<file path="src/rtl/uart_pkg.sv">
`default_nettype none
// ============================================================================
// Module      : uart_pkg
// Description : Shared UART definitions (frame constants, state encoding,
//               parity helper) used by the transmitter and receiver.
// Revision    : 1.0 - initial release
// ============================================================================
package uart_pkg;

    // Data bits per frame and line levels.
    localparam int   c_DATA_BITS  = 8;
    localparam logic c_IDLE_LEVEL = 1'b1;
    localparam int   c_STOP_BITS  = 1;

    // Frame state machine encoding.
    typedef enum logic [2:0] {
        ST_IDLE   = 3'd0,
        ST_START  = 3'd1,
        ST_DATA   = 3'd2,
        ST_PARITY = 3'd3,
        ST_STOP   = 3'd4
    } uart_state_e;

    // Even parity of the byte, inverted when odd parity is selected.
    function automatic logic calc_parity(input logic [c_DATA_BITS-1:0] data,
                                         input logic                   odd);
        return (^data) ^ odd;
    endfunction

endpackage
`default_nettype wire

</file>
<file path="src/rtl/uart_baud_tick.sv">
`default_nettype none
// ============================================================================
// Module      : uart_baud_tick
// Description : Bit-time counter. Emits a one-cycle tick on the last cycle of
//               every CLKS_PER_BIT-cycle bit period; clear restarts the count.
// Revision    : 1.0 - initial release
// ============================================================================
module uart_baud_tick #(
    parameter int CLKS_PER_BIT = 16
) (
    input  logic clk,
    input  logic reset,
    input  logic clear,
    output logic tick
);

    localparam int                 c_CNT_W = (CLKS_PER_BIT > 1) ? $clog2(CLKS_PER_BIT) : 1;
    localparam logic [c_CNT_W-1:0] c_LAST  = c_CNT_W'(CLKS_PER_BIT - 1);

    logic [c_CNT_W-1:0] r_cnt;

    // Count 0..CLKS_PER_BIT-1 and wrap; held at zero while cleared.
    always_ff @(posedge clk or posedge reset) begin
        if (reset) begin
            r_cnt <= '0;
        end else if (clear || (r_cnt == c_LAST)) begin
            r_cnt <= '0;
        end else begin
            r_cnt <= r_cnt + c_CNT_W'(1);
        end
    end

    // The tick marks the final cycle of the bit, so the next edge starts a new bit.
    assign tick = !clear && (r_cnt == c_LAST);

endmodule
`default_nettype wire

</file>
<file path="src/rtl/uart_tx.sv">
`default_nettype none
// ============================================================================
// Module      : uart_tx
// Description : UART transmitter, 8 data bits LSB first, optional even/odd
//               parity, one stop bit. Serial line is driven from a register.
// Revision    : 1.0 - initial release
// ============================================================================
module uart_tx
    import uart_pkg::*;
#(
    parameter int CLKS_PER_BIT = 16,
    parameter int PARITY_EN    = 0,
    parameter int PARITY_ODD   = 0
) (
    input  logic       clk,
    input  logic       reset,
    input  logic [7:0] tx_data,
    input  logic       tx_valid,
    output logic       tx_ready,
    output logic       tx,
    output logic       busy
);

    localparam int               c_IDX_W    = $clog2(c_DATA_BITS);
    localparam logic [c_IDX_W-1:0] c_LAST_IDX = c_IDX_W'(c_DATA_BITS - 1);

    uart_state_e              r_state;
    uart_state_e              w_state_next;
    logic [c_DATA_BITS-1:0]   r_shift;
    logic [c_IDX_W-1:0]       r_idx;
    logic                     r_parity;
    logic                     r_tx;
    logic                     w_tx_next;
    logic                     w_accept;
    logic                     w_tick;
    logic                     w_bit_clear;

    assign w_accept    = tx_valid && (r_state == ST_IDLE);
    assign w_bit_clear = (r_state == ST_IDLE);

    uart_baud_tick #(
        .CLKS_PER_BIT (CLKS_PER_BIT)
    ) u_baud_tick (
        .clk   (clk),
        .reset (reset),
        .clear (w_bit_clear),
        .tick  (w_tick)
    );

    // State, line register and data path; byte and its parity are captured on accept.
    always_ff @(posedge clk or posedge reset) begin
        if (reset) begin
            r_state  <= ST_IDLE;
            r_tx     <= c_IDLE_LEVEL;
            r_shift  <= '0;
            r_idx    <= '0;
            r_parity <= 1'b0;
        end else begin
            r_state <= w_state_next;
            r_tx    <= w_tx_next;
            if (w_accept) begin
                r_shift  <= tx_data;
                r_parity <= calc_parity(tx_data, PARITY_ODD != 0);
                r_idx    <= '0;
            end else if ((r_state == ST_DATA) && w_tick) begin
                r_shift <= r_shift >> 1;
                r_idx   <= r_idx + c_IDX_W'(1);
            end
        end
    end

    // Next state and the level the line takes at the next bit boundary.
    always_comb begin
        w_state_next = r_state;
        w_tx_next    = r_tx;
        case (r_state)
            ST_IDLE: begin
                if (w_accept) begin
                    w_state_next = ST_START;
                    w_tx_next    = ~c_IDLE_LEVEL;
                end
            end
            ST_START: begin
                if (w_tick) begin
                    w_state_next = ST_DATA;
                    w_tx_next    = r_shift[0];
                end
            end
            ST_DATA: begin
                if (w_tick) begin
                    if (r_idx == c_LAST_IDX) begin
                        if (PARITY_EN != 0) begin
                            w_state_next = ST_PARITY;
                            w_tx_next    = r_parity;
                        end else begin
                            w_state_next = ST_STOP;
                            w_tx_next    = c_IDLE_LEVEL;
                        end
                    end else begin
                        // Shift happens on this same edge, so bit 1 is the next LSB.
                        w_tx_next = r_shift[1];
                    end
                end
            end
            ST_PARITY: begin
                if (w_tick) begin
                    w_state_next = ST_STOP;
                    w_tx_next    = c_IDLE_LEVEL;
                end
            end
            ST_STOP: begin
                if (w_tick) begin
                    w_state_next = ST_IDLE;
                    w_tx_next    = c_IDLE_LEVEL;
                end
            end
            default: begin
                w_state_next = ST_IDLE;
                w_tx_next    = c_IDLE_LEVEL;
            end
        endcase
    end

    assign tx       = r_tx;
    assign tx_ready = (r_state == ST_IDLE);
    assign busy     = ~tx_ready;

endmodule
`default_nettype wire

</file>
<file path="config.mk">
export PLATFORM = sky130hd
export DESIGN_NAME = uart_tx
export DESIGN_NICKNAME = d
export VERILOG_FILES = /design/src/rtl/uart_pkg.sv /design/src/rtl/uart_baud_tick.sv /design/src/rtl/uart_tx.sv
export SDC_FILE = /design/constraint.sdc
export NUM_CORES = 1
export LEC_CHECK = 0
export CORE_MARGIN = 8
export CORE_UTILIZATION = 35
export CTS_BUF_LIST = sky130_fd_sc_hd__clkbuf_4
export DETAILED_ROUTE_END_ITERATION = 10
export GPL_ROUTABILITY_DRIVEN = 0
export HOLD_SLACK_MARGIN = 0.06
export REMOVE_ABC_BUFFERS = 1
export SLEW_MARGIN = 0
export SYNTH_ARGS = -nofsm -noshare
export SYNTH_HDL_FRONTEND = slang
export SYNTH_HIERARCHICAL = 1
export SYNTH_SLANG_ARGS = --single-unit
</file>
<file path="constraint.sdc">
create_clock -name clk -period 3.31 [get_ports clk]
set_input_delay 0.662 -clock clk [delete_from_list [all_inputs] [get_ports clk]]
set_output_delay 0.662 -clock clk [all_outputs]
set_load 0.02 [all_outputs]
</file>
Yosys cells after proc, flatten, opt, wreduce, memory -nomap -nowiden
Index checks and enable logic that the tools add are counted.
{ "word_totals": {"reg_bits": 19, "input_bits": 11} }
{ "classes": {"addsub": 2, "n_eq_ne": 13, "n_mux": 18, "n_bitwise": 1, "n_reduce_logical": 10} }
{ "op_table": {"columns": ["operator", "count"], "rows": [
  ["3-bit two-way mux", 8],
  ["8-bit two-way mux", 2],
  ["3-bit case mux with 5 select lines", 1],
  ["2-bit inequality test, second input constant", 4],
  ["3-bit by 2-bit == test with 1-bit output, second input constant", 2],
  ["3-bit == test, second input constant", 2],
  ["2-bit by 1-bit inequality test with 1-bit output, second input constant", 3],
  ["6-bit AND reduction", 1],
  ["1-bit two-way mux", 5],
  ["4-bit by 1-bit adder with 4-bit output, second input constant", 1],
  ["4-bit == test, second input constant", 1],
  ["4-bit two-way mux", 1],
  ["1-bit case mux with 4 select lines", 1],
  ["4-bit AND reduction", 1],
  ["3-bit by 1-bit adder with 3-bit output, second input constant", 1],
  ["3-bit by 1-bit == test with 1-bit output, second input constant", 1],
  ["1-bit logical AND", 3],
  ["3-bit zero test", 1],
  ["2-bit nonzero test", 1],
  ["2-bit OR reduction", 1],
  ["1-bit zero test", 1],
  ["1-bit logical OR", 1],
  ["1-bit NOT", 1]
]} }

Logic depth before layout (Yosys ltp)
Gate-level depths: netlist (run 1).
{ "depth": {"ltp_word": 6, "depth_mapped": 7, "mapped_depth_nobuf": 6} }

Cells and area by module
The synthesis (run 1) kept the hierarchy.
{ "by_module_without_submodules": {"columns": ["module", "instances", "cells_each", "area_each_um2", "seq_area_each_um2"], "rows": [
  ["uart_tx", 1, 70, 753.2, 376.6],
  ["uart_baud_tick", 1, 15, 177.7, 100.1]
]} }

Worst setup path before layout (run 1)
OpenSTA, ideal clock, no wires.
{ "synth_timing": {"path_type": "register to register", "startpoint": "register r_state[0]", "endpoint": "register r_idx[0]", "arrival_time_ns": 2.254, "required_ns": 3.185, "path_slack_ns": 0.930, "stages_incl_launch_ff": 7, "path_buffers": 2, "period_less_slack_ns": 2.380, "cell_sequence": "dfrtp_1 -> buf_2 -> nor3_1 -> nor2b_1 -> and4bb_1 -> buf_2 -> mux2_4"} }
{ "synth_via": {"elab_chain_cells": 5} }
{ "synth_lines": {"columns": ["item", "line", "text"], "rows": [
  ["start: declaration", "uart_tx.sv:27", "uart_state_e r_state;"],
  ["start signal: assignment", "uart_tx.sv:59", "r_state <= w_state_next;"],
  ["3-bit zero test", null, null],
  ["named net tx_ready", "uart_tx.sv:19", "output logic tx_ready,"],
  ["1-bit zero test", "uart_baud_tick.sv:34", "assign tick = !clear && (r_cnt == c_LAST);"],
  ["1-bit logical AND", "uart_baud_tick.sv:34", null],
  ["named net w_tick", "uart_tx.sv:35", "logic w_tick;"],
  ["1-bit logical AND", "uart_tx.sv:65", "end else if ((r_state == ST_DATA) && w_tick) begin"],
  ["2-bit nonzero test (no line)", null, null],
  ["end signal: assignment", "uart_tx.sv:67", "r_idx <= r_idx + c_IDX_W'(1);"],
  ["end: declaration", "uart_tx.sv:30", "logic [c_IDX_W-1:0] r_idx;"]
]} }
The timed path passes the listed nets, and every way through them passes these cells.
A chain may end at the register's enable or synchronous reset.

Final worst setup path (run 1)
{ "layout_timing": {"startpoint": "register r_state[0]", "endpoint": "output port tx_ready"} }
{ "layout_via": {"elab_chain_cells": 1} }
{ "layout_lines": {"columns": ["item", "line", "text"], "rows": [
  ["3-bit zero test", "uart_tx.sv:125", "assign tx_ready = (r_state == ST_IDLE);"],
  ["end: declaration", "uart_tx.sv:19", null]
]} }
No other way between the ends.

==> flow_metrics.tcl, run 1 <==
set metrics [dict create \
    initial_utilization_pct 37.2 \
    cts.sinks 19 \
    dp_hpwl_um 1230 \
    fin_util_pct 44.6 \
    path_clk_slew_ns 0.10 \
    antenna_left 0 \
    die_area_um2 4570 \
    clock_latency_ns 0.30 \
    start_kind "flip-flop" \
    die_height_um 67.6 \
    ys_ff_latch 19 \
    cts.htree.levels 1 \
    route.vias.total 675 \
    preCtsSetupSlack_ns 1.14 \
    synth.most_common_cell "dfrtp_1" \
    hp-class "reg -> reg" \
    area_delta_synth_final_pct 19.8 \
    synthTopCellsByCount "dfrtp_1 (18), inv_1 (11), a22oi_1 (7), o21ai_1 (7)" \
    routed_wl_um 1730 \
    cts_hold_repair.buffers 0 \
    ys_dominant_reg_cell "dfrtp_1" \
    timing.fmax_ghz 0.408 \
    slew_violations 0 \
    viasPerCell 5.19 \
    powerDensity_nw_per_um2 704 \
    synth-edff-count 0 \
    dpl.cell_count 126 \
    top_layer "met4" \
    layout-drive-gt1-share_pct 14.0 \
    status "complete, no violations" \
    layout_setup_ws_ns 0.858 \
    firstDrtPassIters 4 \
    finalCriticalPeriod_ns 2.45 \
    wl_met2_um 807 \
    grt_pass1_vias 647 \
    tightestPinTransition_ns 0.582 \
    wl_met3_um 83 \
    root_buffer "clkbuf_4" \
    yosysSeqAreaShare_pct 51.2 \
    ios 14 \
    post-cts-setup-buffers 0 \
    async_flop_share_pct 100 \
    syn_inst 85 \
    drc 0 \
    global_route.overflow_total 0 \
    finClkSkew_ns 0.00829 \
    period_share_pct 74.1 \
    cp.arrival_ns 1.79 \
    slew_headroom_pct 61.1 \
    grt_pass1_wl_um 2830 \
    end_kind "output port" \
    die-width_um 67.6 \
    wl_met1_um 814 \
    yosysTopAreaCellShare_pct 48.4 \
    cts_buffers 3 \
    syn_area_per_cell_um2 11.0 \
    coreArea_um2 2500 \
    grt.total_usage_pct 8.32 \
    syn_area_um2 931 \
    power_w 0.000785 \
    yosys.area.top_type "dfrtp_1" \
    grt_max_degree 16 \
    synth.area.top_cells "dfrtp_1 (48%), a22oi_1 (5.6%), inv_1 (4.4%), ha_1 (4.0%), o21ai_1 (3.8%)" \
    diodes 0 \
    post_drt_wl_per_cell_um 13.3 \
    final.setup.tns_ns 0 \
    rows 18 \
    worstSetupPathType "reg -> out" \
    drt_iter0_drc 28 \
    fin_cells 130 \
    nets 115 \
    rrSetupSlack_ns 1.10 \
    grt_antenna_before_repair 0 \
    numPortBuffers 13 \
    clockBufferDepth 2 \
    path_max_fanout 11 \
    p_leak_nw 0.499 \
    rsz0062_at_grt "no" \
    yosys_warnings 6 \
    peakVddDrop_mv 0.417 \
    cp.required_ns 2.65 \
    cap_viol_max_count 0 \
    cts_resized 0 \
    setup_viol 0 \
    hold_viol 0 \
    yosys.cell_types.count 33 \
    cts_tree "yes" \
]
[cells by family (layout without fill, tap and decap cells)]
logic type	Yosys count	in the layout	share of synthesized area [%]
flops	19	19	51.2
fa+ha+maj	3	3	4.03
simple gates	17	17	13.0
xor+xnor	1	1	0.941
mux	1	1	1.61
compound gates	29	29	21.6
buf+inv	15	30	7.53
[critical path: stages (launching register included)]
cell             delay [ns]
dfrtp_1                0.50
nor3_1                 0.22
buf_4                  0.17
clkdlybuf4s50_1        0.60
[flip-flops by register name, summed over array words and instances, names as in the netlist]
name and count:
r_shift 8, r_idx 3, u_baud_tick/r_cnt 4, tx 1
r_state 3
[per-layer routing]
| metal | vias to the layer above | global-route usage, % |
|---|---|---|
| li1 | 335 | - |
| met1 | 322 | 9.28 |
| met2 | 14 | 13.4 |
| met3 | 4 | 3.64 |
| met4 | 0 | 3.92 |
| met5 | - | 0 |
[power by group]
| group | internal, W | switching (W) | total [W] |
|---|---|---|---|
| combinational | 0.000143 | 0.000115 | 0.000258 |
| sequential | 0.000323 | 0.0000754 | 0.000399 |
| clock | 0.0000552 | 0.0000728 | 0.000128 |
| total | 0.000521 | 0.000263 | 0.000785 |
[placed cells by master, fill, tap and decap left out, types with 3 or more instances in the layout]
cell / Yosys / layout
inv_1: 11 / 11
dfrtp_1: 18 / 18
a22oi_1: 7 / 7
o21ai_1: 7 / 7
nor3_1: 3 / 3
clkdlybuf4s50_1: 0 / 13
clkbuf_4: 0 / 4
ha_1: 3 / 3
a22o_1: 3 / 3
[per-stage QoR]
step	hold WS (ns)	area [µm²]
after global placement	0.469	1080
after global routing	0.519	1110
after floorplan	0.428	902
after detailed placement	0.491	1080
final	0.507	1110
after CTS	0.513	1110
[worst paths after layout]
check                                      from                    to  cells after the start
min in group asynchronous                 reset  u_baud_tick/r_cnt[3]                      2
hold reg to reg                              tx                    tx                      1
setup / recovery                     r_state[0]              tx_ready                      3
hold / removal                               tx                    tx                      1
max in group asynchronous                 reset                    tx                      2
setup reg to reg           u_baud_tick/r_cnt[0]              r_idx[0]                      6
[final cells by class]
| type | instances | area, µm² |
|---|---|---|
| Clock buffer | 4 | 30.0 |
| Fill cell | 237 | 1390 |
| Inverter | 11 | 41.3 |
| Multi-Input combinational cell | 51 | 384 |
| Sequential cell | 19 | 477 |
| Tap cell | 30 | 37.5 |
| Timing Repair Buffer | 15 | 145 |
Note: power is estimated with default switching activity, not from simulation.
==> inputs of run 2 (changes only) <==
Clock period 3.31 ns to 2.3 ns, I/O delays scaled along.
==> flow_metrics.tcl, run 2 (synthesis results as in run 1) <==
set metrics [dict create \
    die-width_um 67.6 \
    diodes 0 \
    finClkSkew_ns 0.000952 \
    nets 117 \
    slowest_delay_ns 0.52 \
    largestRegisters "r_shift x8, u_baud_tick/r_cnt x4" \
    holdWs_ns 0.360 \
    rows 18 \
    clock_latency_ns 0.29 \
    cts.htree.levels 1 \
    grt_pass1_wl_um 2930 \
    global_route.overflow_total 0 \
    slew_headroom_pct 61.9 \
    timing.fmax_ghz 0.460 \
    cap_viol_max_count 0 \
    status "complete, no violations" \
    cp.required_ns 1.84 \
    die_height_um 67.6 \
    grt_max_degree 16 \
    drc 0 \
    largest_reg_flops 8 \
    grt.total_usage_pct 8.30 \
    ios 14 \
    final_common_cell "dfrtp_1" \
    hold_viol 0 \
    start_kind "flip-flop" \
    grt_pass1_vias 692 \
    path_max_fanout 11 \
    root_buffer "clkbuf_4" \
    finalCriticalPeriod_ns 2.17 \
    rsz0062_at_grt "no" \
    path_clk_slew_ns 0.10 \
    post_drt_wl_per_cell_um 12.6 \
    nFillCells 248 \
    numPortBuffers 13 \
    cts.sinks 19 \
    powerDensity_nw_per_um2 997 \
    crit_slowest_cell "clkdlybuf4s50_1" \
    layout-drive-gt1-share_pct 17.6 \
    mostFrequentLayoutCells "dfrtp_1 (16), clkdlybuf4s50_1 (12), inv_1 (11)" \
    path_cells "nor3_1 -> buf_4 -> inv_1 -> clkdlybuf4s50_1" \
    coreArea_um2 2500 \
    hp-class "in -> async" \
    tightestPinTransition_ns 0.571 \
    largest-register "r_shift" \
    firstDrtPassIters 4 \
    cp.arrival_ns 1.71 \
    die_area_um2 4570 \
    end_kind "output port" \
    period_share_pct 94.5 \
    power_w 0.00113 \
    peakVddDrop_mv 0.472 \
    area_delta_synth_final_pct 21.9 \
    initial_utilization_pct 37.2 \
    setup_viol 0 \
    post-cts-setup-buffers 0 \
    cts_tree "yes" \
    worstSetupPathType "reg -> out" \
    clockBufferDepth 2 \
    drt_iter0_drc 23 \
    viasPerCell 5.02 \
    p_leak_nw 0.524 \
    antenna_left 0 \
    route.vias.total 663 \
    slew_violations 0 \
    routed_wl_um 1670 \
    grt_antenna_before_repair 0 \
    dp_hpwl_um 1260 \
    cts_buffers 3 \
]
-- run 2: worst max-delay path: cells and delay by family, from the launching register on --
family | cells | cell delay (ns)
buffers and inverters | 3 | 0.73
flip-flops | 1 | 0.49
AND/OR/NAND/NOR | 1 | 0.20
-- run 2: final cells by class --
cell class / instances / area, µm² / share of cell area [%]
clock buffers: 4 / 30.0 / 2.65
inverters: 11 / 41.3 / 3.64
multi-input cells: 51 / 384 / 33.8
flip-flops and latches: 19 / 479 / 42.2
well taps: 30 / 37.5 / 3.31
repair buffers: 17 / 163 / 14.3
-- run 2: timing repair --
item | 4_1_cts | 5_1_grt
setup endpoints to repair | 0 | 2
hold buffers | 0 | 0
resized for setup | 0 | 3
-- run 2: stage by stage --
stage | setup TNS, ns | utilization (%) | setup WS [ns] | cells | cell area, µm²
finish | 0 | 45.4 | 0.128 | 132 | 1130
global route | 0 | 45.4 | 0.00685 | 132 | 1130
CTS | 0 | 45.2 | 0.0243 | 132 | 1130
detailed placement | 0 | 44.0 | 0.371 | 128 | 1100
global placement | 0 | 44.0 | 0.386 | 128 | 1100
floorplan | -0.321 | - | -0.0459 | 81 | 902
-- run 2: per-layer routing --
layer  routed length (µm)  up-vias  GRT usage (%)
met4                   20        0           5.74
li1                     -      339              -
met1                  861      313           10.3
met2                  726        9           12.2
met5                    0        -              0
met3                   60        2           2.32
-- run 2: power breakdown --
group / switching [W] / internal, W
clock: 0.0000975 / 0.0000792
combinational: 0.000172 / 0.000208
sequential: 0.000107 / 0.000468
total: 0.000376 / 0.000755
-- run 2: final timing paths --
check | startpoint | slack [ns] | cells after the start | end
setup / recovery | r_state[0] | 0.13 | 4 | busy
hold / removal | reset | 0.36 | 2 | u_baud_tick/r_cnt[2]
setup reg to reg | u_baud_tick/r_cnt[0] | 0.38 | 7 | r_shift[0]
hold reg to reg | u_baud_tick/r_cnt[0] | 0.50 | 1 | u_baud_tick/r_cnt[0]
max in group asynchronous | reset | 1.35 | 2 | r_state[1]
min in group clk | u_baud_tick/r_cnt[0] | 0.50 | 1 | u_baud_tick/r_cnt[0]
